## config.mk

```make
export PLATFORM = sky130hd
export DESIGN_NAME = mult_arbiter
export DESIGN_NICKNAME = d
export VERILOG_FILES = /design/src/rtl/mult_pkg.sv /design/src/rtl/rr_pick.sv /design/src/rtl/mult_arbiter.sv
export SDC_FILE = /design/constraint.sdc
export NUM_CORES = 1
export LEC_CHECK = 0
export BUFFER_PORTS_ARGS = -buffer_cell sky130_fd_sc_hd__buf_2
export CORE_MARGIN = 2
export CORE_UTILIZATION = 45
export DETAILED_ROUTE_END_ITERATION = 16
export PLACE_DENSITY = 0.77
export RECOVER_POWER = 100
export SYNTH_ARGS = -nofsm -noshare
export SYNTH_HDL_FRONTEND = slang
export SYNTH_SLANG_ARGS = --single-unit
```

## constraint.sdc

```tcl
create_clock -name clock -period 2.04 [get_ports clock]
set_clock_uncertainty 0.1 [all_clocks]
set_input_delay 0.204 -clock clock [delete_from_list [all_inputs] [get_ports clock]]
set_output_delay 0.204 -clock clock [all_outputs]
set_load 0.1 [all_outputs]
```

## src/rtl/mult_pkg.sv

```systemverilog
// Shared definitions for the round-robin multiplier arbiter.
//   - state encodings for the arbiter FSM
//   - default operand width
//   - maximum supported requester count
package mult_pkg;

  localparam logic [1:0] IDLE  = 2'd0;
  localparam logic [1:0] ISSUE = 2'd1;
  localparam logic [1:0] WAIT  = 2'd2;
  localparam logic [1:0] RESP  = 2'd3;

  typedef enum logic [1:0] {
    ST_IDLE  = IDLE,
    ST_ISSUE = ISSUE,
    ST_WAIT  = WAIT,
    ST_RESP  = RESP
  } state_t;

  localparam int DEFAULT_WIDTH = 8;
  localparam int NREQ_MAX      = 8;

endpackage

```

## src/rtl/rr_pick.sv

```systemverilog
// Combinational round-robin selector.
// Ports:
//   req        in   NREQ       request levels
//   last_grant in   clog2      index served most recently
//   found      out  1          at least one request is pending
//   gnt_id     out  clog2      first pending request after last_grant (wrapping)
module rr_pick #(
  parameter int NREQ = 4,
  parameter int IDW  = $clog2(NREQ)
) (
  input  logic [NREQ-1:0] req,
  input  logic [IDW-1:0]  last_grant,
  output logic            found,
  output logic [IDW-1:0]  gnt_id
);

  int             idx;
  logic [IDW-1:0] cand;

  // Walk offsets from the farthest to the nearest so the nearest
  // pending requester after last_grant overwrites all others.
  always_comb begin
    found  = 1'b0;
    gnt_id = '0;
    idx    = 0;
    cand   = '0;
    for (int off = NREQ; off >= 1; off--) begin
      idx  = (int'(last_grant) + off) % NREQ;
      cand = idx[IDW-1:0];
      if (req[cand]) begin
        found  = 1'b1;
        gnt_id = cand;
      end
    end
  end

endmodule

```

## src/rtl/mult_arbiter.sv

```systemverilog
// Round-robin scheduler sharing one iterative multiplier among NREQ
// requesters. A granted request has its operands latched, the multiplier
// is started, and the product (or a timeout error) is returned with a
// one-cycle ack to the granted requester.
// Ports:
//   clock, reset_n          clock and asynchronous active-low reset
//   req, a_in, b_in         requester levels and sliced operands
//   ack, result, result_id, err   registered response (valid with ack)
//   busy                    high outside IDLE
//   mul_start, mul_a, mul_b multiplier command
//   mul_done, mul_product   multiplier completion
module mult_arbiter
  import mult_pkg::*;
#(
  parameter int NREQ    = 4,
  parameter int WIDTH   = DEFAULT_WIDTH,
  parameter int TIMEOUT = 16
) (
  input  logic                     clock,
  input  logic                     reset_n,
  input  logic [NREQ-1:0]          req,
  input  logic [NREQ*WIDTH-1:0]    a_in,
  input  logic [NREQ*WIDTH-1:0]    b_in,
  output logic [NREQ-1:0]          ack,
  output logic [2*WIDTH-1:0]       result,
  output logic [$clog2(NREQ)-1:0]  result_id,
  output logic                     err,
  output logic                     busy,
  output logic                     mul_start,
  output logic [WIDTH-1:0]         mul_a,
  output logic [WIDTH-1:0]         mul_b,
  input  logic                     mul_done,
  input  logic [2*WIDTH-1:0]       mul_product
);

  localparam int IDW = $clog2(NREQ);
  localparam int WDW = $clog2(TIMEOUT + 1);
  localparam logic [WDW-1:0]  WDOG_LAST = WDW'(TIMEOUT - 1);
  localparam logic [NREQ-1:0] ONE_HOT0  = NREQ'(1);

  state_t          state;
  logic [WDW-1:0]  wdog;
  logic [IDW-1:0]  last_grant;
  logic [IDW-1:0]  gnt_id;
  logic            found;
  logic [IDW-1:0]  pick_id;

  logic [WIDTH-1:0] a_slice [NREQ];
  logic [WIDTH-1:0] b_slice [NREQ];

  for (genvar gi = 0; gi < NREQ; gi++) begin : g_slice
    assign a_slice[gi] = a_in[gi*WIDTH +: WIDTH];
    assign b_slice[gi] = b_in[gi*WIDTH +: WIDTH];
  end

  rr_pick #(.NREQ(NREQ), .IDW(IDW)) u_pick (
    .req        (req),
    .last_grant (last_grant),
    .found      (found),
    .gnt_id     (pick_id)
  );

  always_ff @(posedge clock or negedge reset_n) begin
    if (!reset_n) begin
      state      <= ST_IDLE;
      ack        <= '0;
      result     <= '0;
      result_id  <= '0;
      err        <= 1'b0;
      busy       <= 1'b0;
      mul_start  <= 1'b0;
      mul_a      <= '0;
      mul_b      <= '0;
      wdog       <= '0;
      gnt_id     <= '0;
      // Pointing at the last index makes requester 0 the first choice.
      last_grant <= IDW'(NREQ - 1);
    end else begin
      // ack and mul_start are single-cycle pulses.
      ack       <= '0;
      mul_start <= 1'b0;
      case (state)
        ST_IDLE: begin
          if (found) begin
            mul_a     <= a_slice[pick_id];
            mul_b     <= b_slice[pick_id];
            gnt_id    <= pick_id;
            mul_start <= 1'b1;
            busy      <= 1'b1;
            state     <= ST_ISSUE;
          end
        end
        ST_ISSUE: begin
          wdog  <= '0;
          state <= ST_WAIT;
        end
        ST_WAIT: begin
          if (mul_done) begin
            result    <= mul_product;
            err       <= 1'b0;
            ack       <= ONE_HOT0 << gnt_id;
            result_id <= gnt_id;
            state     <= ST_RESP;
          end else if (wdog == WDOG_LAST) begin
            result    <= '0;
            err       <= 1'b1;
            ack       <= ONE_HOT0 << gnt_id;
            result_id <= gnt_id;
            state     <= ST_RESP;
          end else begin
            wdog <= wdog + 1'b1;
          end
        end
        ST_RESP: begin
          last_grant <= gnt_id;
          busy       <= 1'b0;
          state      <= ST_IDLE;
        end
        default: begin
          busy  <= 1'b0;
          state <= ST_IDLE;
        end
      endcase
    end
  end

endmodule

```

==> impl_metrics.toml, run 1 <==
[run_status]
run_status = "complete, no violations"

[clocking]
cts_buffers = 5
clkTransAtPathRegs_ps = 90
ctsRootBufferMaster = "clkbuf_8"
insertion_delay_ps = 300
h-tree-depth = 2
cts_sinks = 52
cts_tree = "yes"
cts-root-to-sink-buffers = 2

[grt]
grt_util_all_layers_pct = 19.26
globalRoute.totalOverflow = 0
grt_antenna_before_repair = 0
grt_start_max_net_pins = 53
grt_pass1_wl_mm = 9.453
first_global_vias = 2059

[synthesis]
post-synth-top-area-fraction_pct = 49.58
synth_fp_nets = 317
ys_types = 32
dominantRegCellSynth = "dfrtp_1"
synthMostInstantiatedCell = "dfrtp_1"
yosys_warnings = 0
synth_area_um2 = 2524
syn_inst = 223
asyncSetResetFlopFracSynth_pct = 100.0
synth_enable_flop_cells = 0
top_cell_type_by_total_area_after_synthesis = "dfrtp_1"
syn_avg_cell_area_um2 = 11.32
synth-seq-cells = 52
ys_seq_area_share_pct = 51.66
ys_top_cells_by_count = "dfrtp_1 (50), nand2_1 (35), mux2i_1 (33)"
post_synth_main_area_contributors = "dfrtp_1 (50%), mux2i_1 (13%), a22o_1 (5.9%)"

[floorplan]
fp.coreArea_um2 = 5473
initial_core_util_pct = 46.11
boundaryPins = 128
floorplan.die.width_um = 78.89
rows = 27
dieArea_um2 = 6223
die_h_um = 78.89

[timing]
final.period_utilization_pct = 93.04
finalSetupTns_ps = 0
fin_worst_hold_slack_ps = 16.25
setup_violation_total_in_the_final_timing_report = 0
report.final.slew_viol_count = 0
slew-limit-headroom_pct = 16.58
period_minus_slack_ps = 1898
final_hold_viol_count = 0
timing_worst_slew_pin_value_ps = 1251
grt_setup_unrepaired = "false"
fin_ws_ps = 142.1
fmax_mhz = 526.9

[worst_setup_path]
crit_family = "flip-flops"
path_max_fanout = 33
cp_slowest_cell = "dfstp_2"
timing_worst_setup_path_type = "flip-flop to flip-flop"
critical_path_required_ps = 2100
worst_setup_path_start_kind = "flip-flop"
max_stage_delay_ps = 590
cp.buffers_inverters = 1
endpoint_kind = "flip-flop"
cp_cell_sequence = "nand2b_1 -> a21oi_2 -> o221ai_4 -> buf_12 -> mux2i_1 -> o221ai_1"
arrival_ps = 1950

[layout]
final_net_count = 449
areaGrowthSynthToFinish_pct = 32.67
n_antenna_cell = 0
layout-drive-gt1-share_pct = 41.57
fin_util_pct = 61.18

[worst_hold_path]
hold_crit_class = "input port to flip-flop"

[drt]
routed-via-count = 2185
1st_iter_drt_viols = 88
wire_per_inst_um = 14.24
route.detailed.drc = 0
viasPerCell = 5.105
postRouteWirelength_mm = 6.093
dr.pass1.iters = 4
ant_nets = 0

[flow_run]
maxCapViolations = 0

[placement]
io_buffer_count = 127
dp_hpwl_mm = 4.532
gpl.final_weighted_congestion = 0.7888
dp_worst_setup_slack_ps = 160.4
==> kinds of logic (layout without fill, tap and decap cells) <==
group,Yosys count,after routing,synth area share [%]
simple gates,58,58,10.06
compound gates,54,54,17.20
flops,52,52,51.66
mux,34,34,13.54
buf+inv,18,151,4.065
fa+ha+maj,7,7,3.470
==> layout by cell type, fill, tap and decap left out, types with 3 or more instances in the layout <==
cell type	netlist	layout
a21oi_1	6	5
clkbuf_2	0	42
o21ai_0	8	7
mux2i_1	33	33
nand2b_1	4	4
o221ai_1	16	16
inv_1	5	6
buf_2	1	86
and3_1	3	3
dfrtp_1	50	50
a22o_1	17	17
ha_1	7	7
buf_4	0	5
nand2_1	35	36
clkbuf_8	0	6
nor2_1	8	8
==> metal layers <==
metal  routed length (µm)  vias to the layer above  share of wire (%)  GRT usage (%)
li1                     -                     1081                  -              -
met1                 2625                     1040                 43          24.38
met2                 3133                       54                 51          33.50
met3                  237                       10                3.9          3.295
met4                   97                        0                1.6          6.552
met5                    0                        -                  0              0
==> final cells by class <==
cell class	instances	area, µm²
Fill cell	479	2125
Sequential cell	52	1304
Multi-Input combinational cell	153	1119
Timing Repair Buffer	137	719.4
Tap cell	72	90.09
Clock buffer	7	86.33
Inverter	6	22.52
Clock inverter	1	7.507
==> metrics by stage <==
| stage | area, µm² | instances |
|---|---|---|
| finish | 3348 | 428 |
| global route | 3348 | 428 |
| CTS | 3346 | 427 |
| detailed placement | 3242 | 418 |
| global placement | 3242 | 418 |
| floorplan | 2524 | 223 |
==> timing repair <==
item	4_1_cts	5_1_grt
hold buffers	1	0
buffers inserted	0	1
endpoints found under the hold margin	50	0
resized for setup	0	1
endpoints found under the setup margin	0	1
==> flip-flops by register name, summed over array words and instances, names as in the netlist <==
register	count
mul_start	1
state	2
gnt_id	2
mul_b	8
ack	4
result	16
busy	1
mul_a	8
err	1
last_grant	2
result_id	2
wdog	5
==> final timing paths <==
kind | from | endpoint | slack (ps) | cells past startpoint
max in group asynchronous | reset_n | mul_a[0] | 380 | 3
worst max-delay path | last_grant[1] | mul_b[4] | 140 | 6
min in group asynchronous | reset_n | err | 700 | 3
worst min register to register | result_id[0] | result_id[0] | 380 | 2
worst min-delay path | mul_product[1] | result[1] | 20 | 2
worst max register to register | last_grant[1] | mul_b[4] | 140 | 6
Power of run 1 is left out: the tool's default activity adds up to more than one toggle a clock period on the data nets, which glitch-free logic cannot reach.
==> run 2: changes to the inputs <==
--- a/config.mk
+++ b/config.mk
@@ -6,10 +6,12 @@
 export NUM_CORES = 1
 export LEC_CHECK = 0
 export BUFFER_PORTS_ARGS = -buffer_cell sky130_fd_sc_hd__buf_2
+export CELL_PAD_IN_SITES_DETAIL_PLACEMENT = 0
+export CELL_PAD_IN_SITES_GLOBAL_PLACEMENT = 1
 export CORE_MARGIN = 2
-export CORE_UTILIZATION = 45
+export CORE_UTILIZATION = 34
 export DETAILED_ROUTE_END_ITERATION = 16
-export PLACE_DENSITY = 0.77
+export PLACE_DENSITY = 0.78
 export RECOVER_POWER = 100
 export SYNTH_ARGS = -nofsm -noshare
 export SYNTH_HDL_FRONTEND = slang
==> impl_metrics.toml, run 2 (synthesis gave the netlist of run 1 again) <==
[run_status]
run_status = "complete, no violations"

[floorplan]
dieArea_um2 = 8128
boundaryPins = 128
rows = 31
fp.coreArea_um2 = 7214
initial_core_util_pct = 34.98
floorplan.die.width_um = 90.16
die_h_um = 90.16

[grt]
grt_pass1_wl_mm = 10.25
grt_util_all_layers_pct = 15.67
first_global_vias = 2040
globalRoute.totalOverflow = 0
grt_start_max_net_pins = 28
grt_antenna_before_repair = 0

[layout]
final_cell_mix = "buf_2 (85), dfrtp_1 (50), clkbuf_2 (43)"
layout-drive-gt1-share_pct = 40.22
final_net_count = 461
areaGrowthSynthToFinish_pct = 39.32
registers.top_by_ff_count = "result"
mostFrequentLayoutCell = "buf_2"
layoutNonFillerInstCount = 467
n_antenna_cell = 0
largest_reg_flops = 16
largestRegisters = "result (16), mul_a (8), mul_b (8)"

[drt]
routed-via-count = 2212
postRouteWirelength_mm = 6.408
viasPerCell = 4.737
route.detailed.drc = 0
dr_wl_met3_um = 272
1st_iter_drt_viols = 88
wl_met2_mm = 3.206
top_signal_layer_used = "met4"
ant_nets = 0
dr.pass1.iters = 4
routedLengthMet1_mm = 2.850
wire_per_inst_um = 13.72

[worst_hold_path]
worst_hold_path.num_cells = 2
hold_crit_class = "input port to flip-flop"
launch_point_of_the_worst_hold_path = "mul_product[3]"

[timing]
fmax_mhz = 529.9
period_minus_slack_ps = 1887
timing_worst_slew_pin_value_ps = 695.4
slew-limit-headroom_pct = 53.64
finalSetupTns_ps = 0
report.final.slew_viol_count = 0
final.period_utilization_pct = 92.51
final_hold_viol_count = 0
setup_violation_total_in_the_final_timing_report = 0
grt_setup_unrepaired = "false"
fin_worst_hold_slack_ps = 6.822

[clocking]
cts_sinks = 52
cts_post_setup_buffers_inserted = 0
cts_tree = "yes"
clkTransAtPathRegs_ps = 110
cts_buffers = 5
insertion_delay_ps = 320
h-tree-depth = 2
ctsRootBufferMaster = "clkbuf_8"
cts-root-to-sink-buffers = 2

[placement]
dpl.cell_count = 447
io_buffer_count = 127
gpl.final_weighted_congestion = 0.8233
dp_hpwl_mm = 4.792

[worst_setup_path]
critical_path_required_ps = 2200
path_max_fanout = 6
r2r_cells = 8
arrival_ps = 2040
worst_setup_path_startpoint = "wdog[0]"
worst_setup_path_start_kind = "flip-flop"
timing_worst_setup_path_type = "flip-flop to flip-flop"
endpoint_kind = "flip-flop"
reg2reg_from = "wdog[0]"

[flow_run]
maxCapViolations = 0
run 2: cell type report:
type	instances	area, µm²
Clock buffer	5	68.82
Clock inverter	3	28.78
Fill cell	706	3699
Inverter	6	22.52
Multi-Input combinational cell	153	1119
Sequential cell	52	1304
Tap cell	99	123.9
Timing Repair Buffer	149	849.6
run 2: worst paths after layout:
kind	slack [ps]	end
worst min-delay path	7	result[3]
worst max register to register	150	wdog[4]
min in group asynchronous	320	wdog[2]
worst min register to register	390	result_id[0]
worst max-delay path	150	wdog[4]
max in group asynchronous	410	gnt_id[1]
run 2: layer usage:
layer | global-route usage [%] | up-vias
met2 | 24.81 | 54
met4 | 5.385 | 0
met3 | 3.185 | 5
met1 | 21.45 | 1054
li1 | - | 1099
met5 | 0 | -
run 2: critical path, cell delays in order, from the launching register on:
cell	delay, ps
dfrtp_1	420
ha_1	230
and3_1	180
ha_1	230
nor2_4	160
clkbuf_1	190
nor2_1	70
a21oi_1	120
a22o_1	140
run 2: through the flow:
stage               util, %  area [µm²]  setup slack, ps
global placement      45.96        3316            104.3
detailed placement    45.96        3316            63.36
global route          48.73        3516            31.61
CTS                   48.70        3513            31.03
finish                48.73        3516            152.8
floorplan                 -        2524            155.7
run 2: what timing repair did:
item / in CTS / in global routing
hold buffers: 10 / 2
setup endpoints to repair: 0 / 7
resized for setup: 0 / 2
endpoints found under the hold margin: 34 / 2
Power of run 2 is left out for the same reason.
==> run 3: changes to the inputs <==
--- a/config.mk
+++ b/config.mk
@@ -6,12 +6,13 @@
 export NUM_CORES = 1
 export LEC_CHECK = 0
 export BUFFER_PORTS_ARGS = -buffer_cell sky130_fd_sc_hd__buf_2
+export CAP_MARGIN = 5
 export CELL_PAD_IN_SITES_DETAIL_PLACEMENT = 0
 export CELL_PAD_IN_SITES_GLOBAL_PLACEMENT = 1
 export CORE_MARGIN = 2
-export CORE_UTILIZATION = 34
+export CORE_UTILIZATION = 30
 export DETAILED_ROUTE_END_ITERATION = 16
-export PLACE_DENSITY = 0.78
+export PLACE_DENSITY = 0.73
 export RECOVER_POWER = 100
 export SYNTH_ARGS = -nofsm -noshare
 export SYNTH_HDL_FRONTEND = slang
==> constraint.sdc (replaced) <==
create_clock -name clock -period 1.6 [get_ports clock]
set_clock_uncertainty 0.1 [all_clocks]
set_input_delay 0.16 -clock clock [delete_from_list [all_inputs] [get_ports clock]]
set_output_delay 0.16 -clock clock [all_outputs]
set_load 0.1 [all_outputs]
==> impl_metrics.toml, run 3 (synthesis gave the netlist of run 1 again) <==
[placement]
io_buffer_count = 127
gpl.final_weighted_congestion = 0.7118
placedInstanceArea_um2 = 3486
dp_hpwl_mm = 5.132

[floorplan]
fp.coreArea_um2 = 8175
initial_core_util_pct = 30.87
dieArea_um2 = 9162
boundaryPins = 128
rows = 33
floorplan.die.width_um = 95.72
die_h_um = 95.72

[timing]
slew-limit-headroom_pct = 51.11
fmax_mhz = 540.9
grt_setup_unrepaired = "true"
final.period_utilization_pct = 115.5
setup_violation_total_in_the_final_timing_report = 45
fin_ws_ps = -248.8
finalSetupTns_ps = -7900
timing_worst_slew_pin_value_ps = 733.3
period_minus_slack_ps = 1849
final_hold_viol_count = 0
report.final.slew_viol_count = 0

[worst_setup_path]
critical_path_required_ps = 1680
timing_worst_setup_path_type = "flip-flop to flip-flop"
worst_setup_path_start_kind = "flip-flop"
endpoint_kind = "flip-flop"
arrival_ps = 1930
crit-reg2reg-capture = "mul_b[3]"
r2r_cells = 7
reg2reg_from = "last_grant[1]"
path_max_fanout = 7
regToRegSetupSlack_ps = -250

[clocking]
insertion_delay_ps = 310
h-tree-depth = 2
cts_buffers = 5
cts_tree = "yes"
cts_sinks = 52
cts-root-to-sink-buffers = 2
clkTransAtPathRegs_ps = 100
ctsRootBufferMaster = "clkbuf_8"

[layout]
largest_reg_flops = 16
mostFrequentLayoutCell = "buf_2"
areaGrowthSynthToFinish_pct = 58.25
finalInstanceArea_um2 = 3994
layout-drive-gt1-share_pct = 49.62
final_net_count = 492
registers.top_by_ff_count = "result"
n_antenna_cell = 0
final_cell_mix = "buf_2 (85), dfrtp_1 (50), clkbuf_2 (43)"
largestRegisters = "result (16), mul_a (8), mul_b (8)"
fillerInstances = 771

[grt]
grt_antenna_before_repair = 0
grt_pass1_wl_mm = 11.03
grt_start_max_net_pins = 31
first_global_vias = 2344
grt_util_all_layers_pct = 15.38
globalRoute.totalOverflow = 0

[drt]
wire_per_inst_um = 14.78
viasPerCell = 4.637
route.detailed.drc = 0
1st_iter_drt_viols = 57
routed-via-count = 2337
ant_nets = 0
postRouteWirelength_mm = 7.450
dr.pass1.iters = 4

[pwr]
power.ir.vdd_worst_mv = 0.9306
power_leakage_nw = 2.086
power.density_nw_per_um2 = 2363

[worst_hold_path]
worst_hold_path.num_cells = 3
hold_path_end = "mul_a[0]"
launch_point_of_the_worst_hold_path = "a_in[16]"
hold_crit_class = "input port to flip-flop"

[run_status]
violations = "negative setup slack"
run_status = "finished, violations left"

[flow_run]
maxCapViolations = 0
## run 3: changes by cell type in the layout (fill, tap and decap cells not counted), moves of 3 or more
cell / change
a21oi_1: -3
nand2_2: +6
nand2_1: -7
mux2i_2: +3
buf_6: +16
o21ai_0: -5
mux2i_1: -3
dlygate4sd3_1: +5
buf_4: +5
## run 3: worst max path at each step
stage             startpoint        to  depth (start not counted)
2_1_floorplan  last_grant[1]  mul_b[0]                          6
3_3_place_gp   last_grant[1]  mul_a[4]                          6
3_5_place_dp   last_grant[1]  mul_b[0]                          6
4_1_cts        last_grant[1]  mul_a[2]                          6
5_1_grt        last_grant[1]  mul_a[2]                          7
6_report       last_grant[1]  mul_b[3]                          7
## run 3: per-stage QoR
stage / util (%) / std cells / total power [W] / hold WS (ps) / setup WS (ps)
after detailed placement: 42.64 / 468 / 0.008301 / 92.42 / -217.3
after global placement: 42.64 / 468 / 0.008219 / 82.11 / -169.4
final: 48.85 / 504 / 0.009438 / 47.91 / -248.8
after CTS: 47.00 / 496 / 0.009291 / 53.77 / -233.9
after global routing: 48.85 / 504 / 0.009924 / 59.62 / -331.2
after floorplan: - / 223 / 0.007030 / -235.6 / -172.1
## run 3: per-layer routing
metal,part of all wire [%],global-route usage [%],routed length (µm),up-vias
met5,0,0,0,-
met4,1.9,5.595,143,0
met3,4.9,3.367,365,10
met2,50,26.28,3728,65
met1,43,19.05,3213,1098
li1,-,-,-,1164
## run 3: critical path, cell delays in order, from the launching register on
cell	delay [ps]
dfstp_2	580
nand2b_4	130
a21oi_2	60
o221ai_4	210
buf_6	160
clkbuf_16	160
mux2i_1	200
o221ai_1	130
## run 3: where the power goes
group          internal (W)  switching (W)
combinational       0.00171        0.00470
clock              0.000320       0.000478
sequential          0.00189       0.000351
## run 3: layout make-up
class,count,area [µm²],area share [%]
flip-flops and latches,52,1304,32.64
multi-input cells,153,1241,31.08
repair buffers,180,1201,30.08
well taps,105,131.4,3.289
clock buffers,5,68.82,1.723
clock inverters,3,25.02,0.6266
inverters,6,22.52,0.5639
## run 3: timing repair
item / in CTS / in global routing
hold buffers: 17 / 0
hold endpoints to repair: 66 / 0
resized for setup: 20 / 29
setup buffers: 2 / 8
gates cloned: 1 / 3
pin swaps: 26 / 25
endpoints found under the setup margin: 45 / 47
Power figures use the tool's default switching activity.
